$ cat src/rtl/control_pkg.sv
// Shared opcodes, control-word bit map and decoded-word constants for the control pipeline.
package control_pkg;

  localparam int unsigned OPW = 6;
  localparam int unsigned CW  = 10;

  localparam logic [OPW-1:0] OP_RTYPE = 6'b000000;
  localparam logic [OPW-1:0] OP_LW    = 6'b100011;
  localparam logic [OPW-1:0] OP_SW    = 6'b101011;
  localparam logic [OPW-1:0] OP_BEQ   = 6'b000100;
  localparam logic [OPW-1:0] OP_NOT   = 6'b111111;
  localparam logic [OPW-1:0] OP_BR2   = 6'b111110;

  localparam int unsigned CTL_SALTOINCOND = 9;
  localparam int unsigned CTL_REGDEST     = 8;
  localparam int unsigned CTL_FUENTEALU   = 7;
  localparam int unsigned CTL_MEMAREG     = 6;
  localparam int unsigned CTL_ESCRREG     = 5;
  localparam int unsigned CTL_LEERMEM     = 4;
  localparam int unsigned CTL_ESCRMEM     = 3;
  localparam int unsigned CTL_SALTOCOND   = 2;
  localparam int unsigned CTL_ALUOP_MSB   = 1;
  localparam int unsigned CTL_ALUOP_LSB   = 0;

  localparam logic [CW-1:0] CTL_RTYPE  = 10'b0100100010;
  localparam logic [CW-1:0] CTL_LW     = 10'b0011110000;
  localparam logic [CW-1:0] CTL_SW     = 10'b0010001000;
  localparam logic [CW-1:0] CTL_BEQ    = 10'b0000000101;
  localparam logic [CW-1:0] CTL_NOT    = 10'b0010100000;
  localparam logic [CW-1:0] CTL_BR2    = 10'b0000000101;
  localparam logic [CW-1:0] CTL_BUBBLE = '0;

endpackage

$ cat src/rtl/control_pipe_if.sv
// ID-side bundle of the control pipeline: opcode/register fields and controls in,
// staged control words, valids and hazard/illegal flags out.
interface control_pipe_if #(
  parameter int unsigned OPW     = 6,
  parameter int unsigned CW      = 10,
  parameter int unsigned REGW    = 5,
  parameter int unsigned NSTAGES = 3
);
  logic [OPW-1:0]        opcode_i;
  logic [REGW-1:0]       id_rs_i;
  logic [REGW-1:0]       id_rt_i;
  logic                  stall_i;
  logic                  flush_i;
  logic [NSTAGES*CW-1:0] ctrl_stages_o;
  logic [NSTAGES-1:0]    valid_o;
  logic                  hazard_stall_o;
  logic                  illegal_o;

  modport master (
    output opcode_i, id_rs_i, id_rt_i, stall_i, flush_i,
    input  ctrl_stages_o, valid_o, hazard_stall_o, illegal_o
  );

  modport slave (
    input  opcode_i, id_rs_i, id_rt_i, stall_i, flush_i,
    output ctrl_stages_o, valid_o, hazard_stall_o, illegal_o
  );
endinterface

$ cat src/rtl/control_decode.sv
// Combinational main decoder: opcode -> 10-bit control word plus illegal flag.
module control_decode
  import control_pkg::*;
(
  input  logic [OPW-1:0] opcode_i,
  output logic [CW-1:0]  ctrl_o,
  output logic           illegal_o
);

  always_comb begin
    ctrl_o    = CTL_BUBBLE;
    illegal_o = 1'b0;
    case (opcode_i)
      OP_RTYPE: ctrl_o = CTL_RTYPE;
      OP_LW:    ctrl_o = CTL_LW;
      OP_SW:    ctrl_o = CTL_SW;
      OP_BEQ:   ctrl_o = CTL_BEQ;
      OP_NOT:   ctrl_o = CTL_NOT;
      OP_BR2:   ctrl_o = CTL_BR2;
      default:  illegal_o = 1'b1;
    endcase
  end

endmodule

$ cat src/rtl/control_pipe.sv
// Decoder plus NSTAGES-deep control-word pipeline with bubble/flush/freeze handling.
// Load-use detection against stage 0 is built only when CONTROL_PIPE_HAZARD_EN is defined.
module control_pipe #(
  parameter int unsigned OPW     = 6,
  parameter int unsigned CW      = 10,
  parameter int unsigned REGW    = 5,
  parameter int unsigned NSTAGES = 3
) (
  input logic           clk,
  input logic           rst_n,
  control_pipe_if.slave bus
);
  import control_pkg::CTL_LEERMEM;
  import control_pkg::CTL_BUBBLE;

  logic [OPW-1:0]     w_opcode;
  logic [CW-1:0]      w_dec_word;
  logic               w_dec_illegal;
  logic               w_hazard;
  logic [CW-1:0]      r_stage     [NSTAGES];
  logic [CW-1:0]      w_stage_nxt [NSTAGES];
  logic [NSTAGES-1:0] r_valid, w_valid_nxt;
  logic               r_illegal, w_illegal_nxt;

  assign w_opcode = bus.opcode_i;

  control_decode u_decode (
    .opcode_i  (w_opcode),
    .ctrl_o    (w_dec_word),
    .illegal_o (w_dec_illegal)
  );

`ifdef CONTROL_PIPE_HAZARD_EN
  logic [REGW-1:0] r_ex_rt, w_ex_rt_nxt;

  // No $0 exemption: a load targeting register 0 still stalls a consumer of $0.
  assign w_hazard = r_valid[0] & r_stage[0][CTL_LEERMEM]
                  & ((r_ex_rt == bus.id_rs_i) | (r_ex_rt == bus.id_rt_i)) & ~bus.flush_i;

  always_ff @(posedge clk or negedge rst_n) begin
    if (!rst_n) r_ex_rt <= '0;
    else        r_ex_rt <= w_ex_rt_nxt;
  end
`else
  logic [REGW-1:0] w_unused_rs, w_unused_rt;
  assign w_unused_rs = bus.id_rs_i;
  assign w_unused_rt = bus.id_rt_i;
  assign w_hazard    = 1'b0;
`endif

  always_comb begin
    w_stage_nxt   = r_stage;
    w_valid_nxt   = r_valid;
    w_illegal_nxt = 1'b0;
`ifdef CONTROL_PIPE_HAZARD_EN
    w_ex_rt_nxt   = r_ex_rt;
`endif
    // Freeze wins over flush and hazard: nothing moves.
    if (!bus.stall_i) begin
      for (int k = 1; k < NSTAGES; k++) begin
        w_stage_nxt[k] = r_stage[k-1];
        w_valid_nxt[k] = r_valid[k-1];
      end
      if (bus.flush_i || w_hazard) begin
        w_stage_nxt[0] = CTL_BUBBLE;
        w_valid_nxt[0] = 1'b0;
      end else begin
        w_stage_nxt[0] = w_dec_word;
        w_valid_nxt[0] = 1'b1;
        w_illegal_nxt  = w_dec_illegal;
`ifdef CONTROL_PIPE_HAZARD_EN
        w_ex_rt_nxt    = bus.id_rt_i;
`endif
      end
    end
  end

  always_ff @(posedge clk or negedge rst_n) begin
    if (!rst_n) begin
      for (int k = 0; k < NSTAGES; k++) r_stage[k] <= '0;
      r_valid   <= '0;
      r_illegal <= 1'b0;
    end else begin
      for (int k = 0; k < NSTAGES; k++) r_stage[k] <= w_stage_nxt[k];
      r_valid   <= w_valid_nxt;
      r_illegal <= w_illegal_nxt;
    end
  end

  always_comb begin
    bus.ctrl_stages_o = '0;
    for (int k = 0; k < NSTAGES; k++) bus.ctrl_stages_o[k*CW +: CW] = r_stage[k];
  end

  assign bus.valid_o        = r_valid;
  assign bus.illegal_o      = r_illegal;
  assign bus.hazard_stall_o = w_hazard;

endmodule

$ cat src/flat_wrapper.sv
// flat-port wrapper written by rule: the top's interface ports become plain ports
module control_pipe_flat import control_pkg::CTL_LEERMEM; import control_pkg::CTL_BUBBLE;
#(
  parameter int unsigned OPW     = 6,
  parameter int unsigned CW      = 10,
  parameter int unsigned REGW    = 5,
  parameter int unsigned NSTAGES = 3
)
  (clk, rst_n, bus_opcode_i, bus_id_rs_i, bus_id_rt_i, bus_stall_i, bus_flush_i, bus_ctrl_stages_o, bus_valid_o, bus_hazard_stall_o, bus_illegal_o);
  control_pipe_if #(.OPW(OPW), .CW(CW), .REGW(REGW), .NSTAGES(NSTAGES)) bus_i ();
  input logic clk;
  input logic rst_n;
  input wire logic [$bits(bus_i.opcode_i)-1:0] bus_opcode_i;
  input wire logic [$bits(bus_i.id_rs_i)-1:0] bus_id_rs_i;
  input wire logic [$bits(bus_i.id_rt_i)-1:0] bus_id_rt_i;
  input wire logic [$bits(bus_i.stall_i)-1:0] bus_stall_i;
  input wire logic [$bits(bus_i.flush_i)-1:0] bus_flush_i;
  output wire logic [$bits(bus_i.ctrl_stages_o)-1:0] bus_ctrl_stages_o;
  output wire logic [$bits(bus_i.valid_o)-1:0] bus_valid_o;
  output wire logic [$bits(bus_i.hazard_stall_o)-1:0] bus_hazard_stall_o;
  output wire logic [$bits(bus_i.illegal_o)-1:0] bus_illegal_o;
  assign bus_i.opcode_i = bus_opcode_i;
  assign bus_i.id_rs_i = bus_id_rs_i;
  assign bus_i.id_rt_i = bus_id_rt_i;
  assign bus_i.stall_i = bus_stall_i;
  assign bus_i.flush_i = bus_flush_i;
  assign bus_ctrl_stages_o = bus_i.ctrl_stages_o;
  assign bus_valid_o = bus_i.valid_o;
  assign bus_hazard_stall_o = bus_i.hazard_stall_o;
  assign bus_illegal_o = bus_i.illegal_o;
  control_pipe #(.OPW(OPW), .CW(CW), .REGW(REGW), .NSTAGES(NSTAGES)) u_core (.clk(clk), .rst_n(rst_n), .bus(bus_i));
endmodule
$ cat config.mk
export PLATFORM = sky130hd
export DESIGN_NAME = control_pipe_flat
export DESIGN_NICKNAME = d
export VERILOG_FILES = /design/src/rtl/control_pkg.sv /design/src/rtl/control_pipe_if.sv /design/src/rtl/control_decode.sv /design/src/rtl/control_pipe.sv /design/src/flat_wrapper.sv
export SDC_FILE = /design/constraint.sdc
export NUM_CORES = 1
export LEC_CHECK = 0
export BUFFER_PORTS_ARGS = -buffer_cell sky130_fd_sc_hd__buf_2
export CAP_MARGIN = 20
export CORE_MARGIN = 4
export CORE_UTILIZATION = 30
export DETAILED_ROUTE_END_ITERATION = 8
export SETUP_SLACK_MARGIN = 0.2
export SLEW_MARGIN = 10
export SYNTH_ARGS = -nofsm -noshare
export SYNTH_HDL_FRONTEND = slang
export SYNTH_SLANG_ARGS = --single-unit
$ cat constraint.sdc
create_clock -name clk -period 0.82 [get_ports clk]
set_input_delay 0.041 -clock clk [delete_from_list [all_inputs] [get_ports clk]]
set_output_delay 0.041 -clock clk [all_outputs]
set_load 0.01 [all_outputs]
# Word level (Yosys, flattened, before mapping)
# Index checks and enable logic that the tools add are counted.
[totals]
output_inout_bits = 35
register_bits = 34
word_cells = 19
input_bits = 20
[op_classes]
reduce_logical = 3
n_mux = 6
n_eq_ne = 5
[ops]
columns = ["operator", "count"]
rows = [
  ["case mux 9 bit (5 select lines)", 1],
  ["equality test 6 bit (second input constant)", 4],
  ["two-way mux 9 bit", 1],
  ["equality test 6 x 3 -> 1 bit (second input constant)", 1],
  ["zero test 6 bit", 1],
  ["OR reduction 6 bit", 1],
  ["two-way mux 1 bit", 4],
  ["OR reduction 2 bit", 1],
]

# Depth between registers and ports, before layout
# Gate-level depths: netlist of run 1.
[logic_depth]
depth_word = 5
depth_mapped = 4
mapped_depth_nobuf = 3

# Cells and area by module
# A second synthesis of run 1 with hierarchy kept.
[unflattened]
cells_unflattened = 118
hier_area_um2 = 1557.7
[by_module_without_submodules]
columns = ["module", "instances", "area_each_um2", "seq_area_each_um2", "cells_each"]
rows = [
  ["control_pipe", 1, 1407.6, 850.8, 95],
  ["control_decode", 1, 150.1, 0.0, 23],
]

# Worst setup path after synthesis of run 1
# No wires, ideal clock.
[synth_timing]
path_kind = "input to register"
startpoint = "input bus_opcode_i[4]"
endpoint = "register u_core.r_illegal, in the netlist u_core.bus.illegal_o"
arrival_time_ns = 0.884
required_time_ns = 0.674
path_slack_ns = -0.210
path_buffers = 0
stages = 3
setup_time_ns = 0.146
path_cell_list = "or4_1 -> a211oi_2 -> a2111oi_0"
[synth_via]
elab_chain_cells = 5
word_cells_on_any_way = 10
cone_classes = "5 x eq/ne; 3 x mux; 2 x reduce/logical"
[synth_lines]
columns = ["item", "line_no", "source"]
rows = [
  ["start, declared", "flat_wrapper.sv:13", "input wire logic [$bits(bus_i.opcode_i)-1:0] bus_opcode_i;"],
  ["equality test 6 bit, or another cell as far along", "control_decode.sv:13", "case (opcode_i)"],
  ["OR reduction 6 bit (no line) (*)", "-", ""],
  ["two-way mux 1 bit (*)", "control_decode.sv:13", ""],
  ["two-way mux 1 bit (*)", "control_pipe.sv:64", "if (bus.flush_i || w_hazard) begin"],
  ["two-way mux 1 bit (*)", "control_pipe.sv:59", "if (!bus.stall_i) begin"],
  ["net u_core.w_illegal_nxt", "control_pipe.sv:23", "logic r_illegal, w_illegal_nxt;"],
  ["end signal, assigned", "control_pipe.sv:86", "r_illegal <= w_illegal_nxt;"],
  ["end, declared", "control_pipe.sv:23", ""],
]
# The timed path passes the listed nets; every way through them passes the cells marked *.
# A chain may end at the register's enable or synchronous reset.

# Worst setup path after layout of run 1
[layout_timing]
startpoint = "register u_core.r_stage (netlist bit u_core.bus.ctrl_stages_o[6])"
endpoint = "output bus_ctrl_stages_o[6]"
[layout_rtl]
columns = ["item", "line_no", "source"]
rows = [
  ["start, declared", "control_pipe.sv:20", "logic [CW-1:0] r_stage [NSTAGES];"],
  ["end, declared", "flat_wrapper.sv:18", "output wire logic [$bits(bus_i.ctrl_stages_o)-1:0] bus_ctrl_stages_o;"],
]
# No word-level cell between the ends.

==> results_tabular.tex, run 1 <==
\begin{tabular}{lr}
\hline
Metric & Value \\
\hline
\multicolumn{2}{l}{\textbf{Yosys}} \\
\quad Number of unique standard cell types used by synthesis & 24 \\
\quad Flop and latch count out of synthesis & 22 \\
\quad Dominant cells by area after synthesis & sky130\_fd\_sc\_hd\_\_dfrtp\_1, sky130\_fd\_sc\_hd\_\_mux2\_2, sky130\_fd\_sc\_hd\_\_buf\_4, sky130\_fd\_sc\_hd\_\_a22o\_1, sky130\_fd\_sc\_hd\_\_a32o\_1 \\
\quad Synthesized netlist cell count & 80 \\
\quad Cell area after synthesis & 1000 um\^{}2 \\
\quad Share of the yosys chip area belonging to registers & 55.0\% \\
\quad Most used flip-flop cell after synthesis & sky130\_fd\_sc\_hd\_\_dfrtp\_1 \\
\quad Post-synthesis async set-or-reset flop share & 100\% \\
\quad Top cell type's share of synthesized area & 55.0\% \\
\quad Cell type with the largest total area after synthesis & sky130\_fd\_sc\_hd\_\_dfrtp\_1 \\
\quad EDFF count, synth & 0 \\
\quad Syn avg cell area & 12.5 um\^{}2 \\
\quad Yosys warning total & 0 \\
\multicolumn{2}{l}{\textbf{Cells and area}} \\
\quad Most common cell after layout, fill and taps aside & sky130\_fd\_sc\_hd\_\_buf\_2 \\
\quad Sequential cell area & 551 um\^{}2 \\
\quad NumNets Final & 160 \\
\quad Antenna cells & 0 \\
\quad Post-route cell area & 1560 um\^{}2 \\
\quad Synthesis-to-layout area growth & 55.4\% \\
\quad Leading cell types in the layout, fill and taps excluded & sky130\_fd\_sc\_hd\_\_buf\_2, sky130\_fd\_sc\_hd\_\_dfrtp\_1, sky130\_fd\_sc\_hd\_\_buf\_6 \\
\quad Fraction of final layout cells sized beyond drive strength 1 & 66.9\% \\
\quad Filler cell count & 303 \\
\quad Area of combinational cells with multiple inputs & 394 um\^{}2 \\
\multicolumn{2}{l}{\textbf{Placed design}} \\
\quad Estimated wirelength of the detail-placed design & 1670 um \\
\quad Area of placed instances & 1260 um\^{}2 \\
\quad RD Place Congestion & 0.771 \\
\quad Port bufs & 40 \\
\quad Worst setup slack before clock tree synthesis & -0.331 ns \\
\multicolumn{2}{l}{\textbf{Clocking}} \\
\quad Clock-pin slew on the worst setup and hold paths & 0.11 ns \\
\quad Level count of the clock H-tree & 1 \\
\quad Cts bufs inserted & 3 \\
\quad Clock sink count & 22 \\
\quad Buffer cell driving the clock tree root & sky130\_fd\_sc\_hd\_\_clkbuf\_4 \\
\quad TritonCTS clock tree & yes \\
\quad Maximum buffer depth of the clock tree & 2 \\
\quad Clock latency reported for the late side of the worst-skew pair & 0.31 ns \\
\multicolumn{2}{l}{\textbf{Setup path}} \\
\quad Critical path cell sequence & buf\_6, buf\_6 \\
\quad Crit Path Category & reg2out \\
\quad Cell with the most instances on the worst path & sky130\_fd\_sc\_hd\_\_buf\_6 \\
\quad Top Family by Delay on Critical Path & flip-flops \\
\quad Kind of start point of the critical path & flip-flop \\
\quad Reg-to-reg slack, setup & -0.08 ns \\
\quad Cell with the largest stage delay on the worst path & sky130\_fd\_sc\_hd\_\_dfrtp\_1 \\
\quad Data required time of the worst path & 0.78 ns \\
\quad CP endpoint kind & primary output \\
\quad Largest fanout of any net on the critical path & 2 \\
\quad Endpoint arrival time on the critical path & 0.95 ns \\
\quad Critical path's largest stage delay & 0.42 ns \\
\quad Buffers plus inverters on the worst setup path & 2 \\
\multicolumn{2}{l}{\textbf{Floorplanning}} \\
\quad Starting Density & 32.0\% \\
\quad Top-level I/O count & 55 \\
\quad Die footprint & 4320 um\^{}2 \\
\quad Num rows & 20 \\
\quad Vertical die dimension & 65.8 um \\
\quad Core area & 3130 um\^{}2 \\
\quad Floorplan die width & 65.8 um \\
\multicolumn{2}{l}{\textbf{Route}} \\
\quad Average wire length per cell after detail routing & 12.7 um \\
\quad Number of DRC markers after the initial detailed-route iteration & 13 \\
\quad Number of vias per cell & 4.38 \\
\quad Antenna viol nets, final & 0 \\
\quad Drt drc & 0 \\
\quad DR pass1 iterations & 4 \\
\quad DR vias & 801 \\
\quad Total Wirelength & 2330 um \\
\multicolumn{2}{l}{\textbf{Global route}} \\
\quad Total gr overflow & 0 \\
\quad Largest net degree at the start of global routing & 23 \\
\quad First-pass GRT wire length & 3520 um \\
\quad Number of global-route vias before repair & 766 \\
\quad Initial antenna violation count & 0 \\
\quad Aggregate global-route resource usage & 10.8\% \\
\multicolumn{2}{l}{\textbf{Hold path}} \\
\quad Type of the most critical hold path & in2reg \\
\multicolumn{2}{l}{\textbf{Run status}} \\
\quad Violated checks & negative setup slack \\
\quad Result of the run & finished with violations \\
\multicolumn{2}{l}{\textbf{Timing}} \\
\quad Final worst-path cycle share & 121\% \\
\quad Total setup violations reported at the end of the flow & 48 \\
\quad Final total negative setup slack & -3.94 ns \\
\quad Hold Violations, Final & 0 \\
\quad Worst-case clock skew & 0.00509 ns \\
\quad Min cycle time layout & 0.995 ns \\
\quad Hold WS & 0.0440 ns \\
\quad Max-slew violation total from the final report & 0 \\
\quad Maximum achievable frequency & 1010 MHz \\
\quad Worst path setup slack after routing & -0.175 ns \\
\quad Unrepaired setup endpoints after global routing & true \\
\multicolumn{2}{l}{\textbf{Pwr}} \\
\quad Pwr dens & 1510 nW/um\^{}2 \\
\quad Worst vdd ir & 0.689 mV \\
\quad Leak & 0.000859 uW \\
\multicolumn{2}{l}{\textbf{Flow run}} \\
\quad Max-cap viol count & 0 \\
\hline
\end{tabular}
-- synth_stat cells, drive strengths merged (2+ instances only) --
library cell,instances
dfrtp,22
buf,15
mux2,14
a22o,3
nor2,3
a21oi,2
a32o,2
and3,2
inv,2
nand2,2
nor3,2
-- timing repair --
action / CTS / global route
setup buffers: 10 / 4
hold endpoints to repair: 22 / 0
hold buffers: 1 / 0
setup endpoints to repair: 53 / 53
gates resized for setup: 15 / 13
pin swaps: 1 / 1
-- worst paths after layout --
check | from | to | cells past startpoint
worst max-delay path | u_core.bus.ctrl_stages_o[6] | bus_ctrl_stages_o[6] | 2
worst min-delay path | bus_flush_i | u_core.bus.illegal_o | 3
worst max register to register | u_core.bus.ctrl_stages_o[6] | u_core.bus.ctrl_stages_o[16] | 2
worst min register to register | u_core.bus.ctrl_stages_o[27] | u_core.bus.ctrl_stages_o[27] | 1
max in group asynchronous | rst_n | u_core.bus.ctrl_stages_o[2] | 2
min in group asynchronous | rst_n | u_core.bus.valid_o[2] | 2
-- layer usage --
metal	track usage, %	wire length, um	vias to the layer above
met1	11.6	922	389
met4	5.44	36	0
met2	18.6	1210	28
met3	3.76	165	2
met5	0	0	-
li1	-	-	382
-- sequential cells by signal (all words and copies together) (netlist names) --
name / flops
u_core.bus.illegal_o: 1
u_core.bus.ctrl_stages_o: 18
u_core.bus.valid_o: 3
-- through the flow --
stage,std cells,utilization [%],total power [uW]
after floorplan,83,-,1340
after global placement,164,40.4,1460
after detailed placement,164,40.4,1470
after CTS,179,47.0,2330
after global routing,183,49.7,2480
final,183,49.7,2350
-- layout make-up --
cell class	count	share of cell area, %
flip-flops and latches	22	35.4
repair buffers	68	31.9
multi-input cells	43	25.3
well taps	44	3.54
clock inverters	1	1.93
clock buffers	3	1.45
inverters	2	0.483
-- worst register-to-register path, cell delays in order, from the launching register on --
cell	delay, ns
sky130_fd_sc_hd__dfrtp_1	0.42
sky130_fd_sc_hd__buf_4	0.15
sky130_fd_sc_hd__mux2_2	0.25
-- kinds of logic (layout without fill, tap and decap cells) --
group           count (synthesis)  in the layout  share of synthesized area, %
other cells                     1              4                         0.375
flops                          22             22                          55.0
simple gates                   13             13                          7.00
buf+inv                        18             74                          11.9
mux                            15             15                          16.7
compound gates                 11             11                          9.00
-- power breakdown --
group,switching [uW],internal [uW],total (uW)
logic,175,204,380
clock network,320,494,814
registers,30.9,1130,1160
total,526,1830,2350
No activity file was read; power rests on OpenSTA's default activity.
==> inputs of run 2 (changes only) <==
CELL_PAD_IN_SITES_DETAIL_PLACEMENT = 2   (was default)
CELL_PAD_IN_SITES_GLOBAL_PLACEMENT = 2   (was default)
CORE_UTILIZATION = 25   (was 30)
PLACE_DENSITY_LB_ADDON = 0.1   (was default)
SLEW_MARGIN = 30   (was 10)
==> run 2 against run 1 <==
Net effect: the flow finishes with violations (negative hold slack, negative setup slack); sequential power hardly changed; global-route usage is 1.1 points lower; final cell count is 4.9% lower; combinational power is 13% lower; utilization is 13 points lower; via count is 3.4% lower; design area is 10% lower; total power is 8.4% lower; hold slack worse by 0.31 ns; flip-flop and latch count stayed put; die area is 17% higher.
==> results_tabular.tex, run 2 (synthesized netlist as in run 1, its figures left out) <==
\begin{tabular}{lr}
\hline
Metric & Value \\
\hline
\multicolumn{2}{l}{\textbf{Setup path}} \\
\quad Endpoint arrival time on the critical path & 1.08 ns \\
\quad Top Family by Delay on Critical Path & simple AND/OR/NAND/NOR gates \\
\quad Worst r2r path cells & 2 \\
\quad Data required time of the worst path & 1.02 ns \\
\quad FF-to-FF Start & u\_core.bus.ctrl\_stages\_o[1] \\
\quad Buffers plus inverters on the worst setup path & 1 \\
\quad Cell with the largest stage delay on the worst path & sky130\_fd\_sc\_hd\_\_or4\_4 \\
\quad CP endpoint kind & flip-flop \\
\quad Reg-to-reg slack, setup & -0.02 ns \\
\quad Largest fanout of any net on the critical path & 3 \\
\quad Crit Path Category & in2reg \\
\quad Critical path's largest stage delay & 0.54 ns \\
\quad Kind of start point of the critical path & input port \\
\quad Critical path cell sequence & buf\_6, or4\_4, a211oi\_4, a22o\_1 \\
\quad Reg-to-reg endpoint & u\_core.bus.ctrl\_stages\_o[1] \\
\multicolumn{2}{l}{\textbf{Flow run}} \\
\quad Max-cap viol count & 0 \\
\multicolumn{2}{l}{\textbf{Clocking}} \\
\quad Clock-pin slew on the worst setup and hold paths & 0.08 ns \\
\quad TritonCTS clock tree & yes \\
\quad Level count of the clock H-tree & 1 \\
\quad Cts bufs inserted & 3 \\
\quad Buffer cell driving the clock tree root & sky130\_fd\_sc\_hd\_\_clkbuf\_8 \\
\quad Clock sink count & 22 \\
\quad Maximum buffer depth of the clock tree & 2 \\
\quad Clock latency reported for the late side of the worst-skew pair & 0.26 ns \\
\multicolumn{2}{l}{\textbf{Timing}} \\
\quad Final worst-path cycle share & 108\% \\
\quad Maximum achievable frequency & 1130 MHz \\
\quad Worst-case clock skew & 0.00562 ns \\
\quad Hold Violations, Final & 22 \\
\quad Actual slew at the worst max-slew pin & 0.503 ns \\
\quad Unrepaired setup endpoints after global routing & true \\
\quad Worst path setup slack after routing & -0.0617 ns \\
\quad Hold WS & -0.266 ns \\
\quad Min cycle time layout & 0.882 ns \\
\quad Max-slew violation total from the final report & 0 \\
\quad Total setup violations reported at the end of the flow & 31 \\
\quad Worst max-slew margin expressed relative to the limit & 66.4\% \\
\multicolumn{2}{l}{\textbf{Route}} \\
\quad Drt drc & 0 \\
\quad Average wire length per cell after detail routing & 14.0 um \\
\quad Total Wirelength & 2440 um \\
\quad Antenna viol nets, final & 0 \\
\quad Number of vias per cell & 4.45 \\
\quad Number of DRC markers after the initial detailed-route iteration & 23 \\
\quad DR pass1 iterations & 2 \\
\quad DR vias & 774 \\
\multicolumn{2}{l}{\textbf{Cells and area}} \\
\quad Synthesis-to-layout area growth & 39.6\% \\
\quad Most common cell after layout, fill and taps aside & sky130\_fd\_sc\_hd\_\_buf\_2 \\
\quad Fraction of final layout cells sized beyond drive strength 1 & 64.3\% \\
\quad Core utilization of the finished layout & 37.1\% \\
\quad NumNets Final & 148 \\
\quad Leading cell types in the layout, fill and taps excluded & sky130\_fd\_sc\_hd\_\_buf\_2, sky130\_fd\_sc\_hd\_\_dfrtp\_1, sky130\_fd\_sc\_hd\_\_buf\_4 \\
\quad Max FFs per register & 18 \\
\quad Final cell count without fillers & 174 \\
\quad Post-route cell area & 1400 um\^{}2 \\
\quad Antenna cells & 0 \\
\multicolumn{2}{l}{\textbf{Global route}} \\
\quad First-pass GRT wire length & 3940 um \\
\quad Initial antenna violation count & 0 \\
\quad Number of global-route vias before repair & 838 \\
\quad Largest net degree at the start of global routing & 23 \\
\quad Total gr overflow & 0 \\
\quad Aggregate global-route resource usage & 9.73\% \\
\multicolumn{2}{l}{\textbf{Floorplanning}} \\
\quad Die footprint & 5080 um\^{}2 \\
\quad Num rows & 22 \\
\quad Core area & 3770 um\^{}2 \\
\quad Top-level I/O count & 55 \\
\quad Vertical die dimension & 71.3 um \\
\quad Floorplan die width & 71.3 um \\
\quad Starting Density & 26.5\% \\
\multicolumn{2}{l}{\textbf{Placed design}} \\
\quad RD Place Congestion & 0.799 \\
\quad Placed Cells & 168 \\
\quad Estimated wirelength of the detail-placed design & 1870 um \\
\quad Port bufs & 40 \\
\quad Area of placed instances & 1270 um\^{}2 \\
\multicolumn{2}{l}{\textbf{Pwr}} \\
\quad Worst vdd ir & 0.486 mV \\
\quad Leak & 0.000777 uW \\
\quad Pwr dens & 1540 nW/um\^{}2 \\
\multicolumn{2}{l}{\textbf{Run status}} \\
\quad Result of the run & finished with violations \\
\quad Violated checks & negative hold slack, negative setup slack \\
\multicolumn{2}{l}{\textbf{Hold path}} \\
\quad Type of the most critical hold path & in2async \\
\hline
\end{tabular}
run 2: changes by cell type in the layout (fill, tap and decap cells not counted), sizes merged:
cell,change
buf,-11
dlygate4sd3,-1
bufinv,-1
run 2: final cells by class:
cell class                      instances  area, um^2
Inverter                                2        7.51
Tap cell                               48        60.1
Timing Repair Buffer                   56         347
Fill cell                             426        2370
Sequential cell                        22         551
Multi-Input combinational cell         43         392
Clock buffer                            3        41.3
run 2: stage by stage:
| step | worst slack, ns | power [uW] | TNS (ns) |
|---|---|---|---|
| floorplan | -0.148 | 1340 | -0.281 |
| global placement | -0.327 | 1470 | -1.65 |
| detailed placement | -0.385 | 1480 | -1.80 |
| CTS | -0.0720 | 2180 | -1.25 |
| global route | -0.110 | 2270 | -2.13 |
| finish | -0.0617 | 2160 | -0.856 |
run 2: how the worst max path moves through the flow:
stage                           startpoint                          end  slack [ns]  cells past startpoint
2_1_floorplan              bus_opcode_i[4]         u_core.bus.illegal_o       -0.15                      3
3_3_place_gp               bus_opcode_i[4]         u_core.bus.illegal_o       -0.33                      4
3_5_place_dp               bus_opcode_i[4]         u_core.bus.illegal_o       -0.39                      4
4_1_cts        u_core.bus.ctrl_stages_o[6]         bus_ctrl_stages_o[6]       -0.07                      1
5_1_grt        u_core.bus.ctrl_stages_o[6]         bus_ctrl_stages_o[6]       -0.11                      1
6_report                   bus_opcode_i[4]  u_core.bus.ctrl_stages_o[2]       -0.06                      4
run 2: timing repair:
action / 4_1_cts / 5_1_grt
pin swaps: 0 / 1
endpoints found under the setup margin: 52 / 53
hold endpoints to repair: 22 / 22
resized for setup: 5 / 8
buffers inserted: 3 / 0
run 2: metal layers:
| layer | GRT usage [%] | part of all wire, % | up-vias |
|---|---|---|---|
| met4 | 5.64 | 2.1 | 0 |
| li1 | - | - | 357 |
| met3 | 1.54 | 6.4 | 4 |
| met1 | 11.9 | 41 | 387 |
| met2 | 16.1 | 50 | 26 |
| met5 | 0 | 0 | - |
run 2: power by group:
| part | internal, uW | total [uW] | leakage [uW] | switching, uW |
|---|---|---|---|---|
| sequential | 1130 | 1160 | 0.000298 | 27.0 |
| clock | 328 | 670 | 0.0000216 | 342 |
| combinational | 161 | 329 | 0.000457 | 168 |
| total | 1620 | 2160 | 0.000777 | 537 |
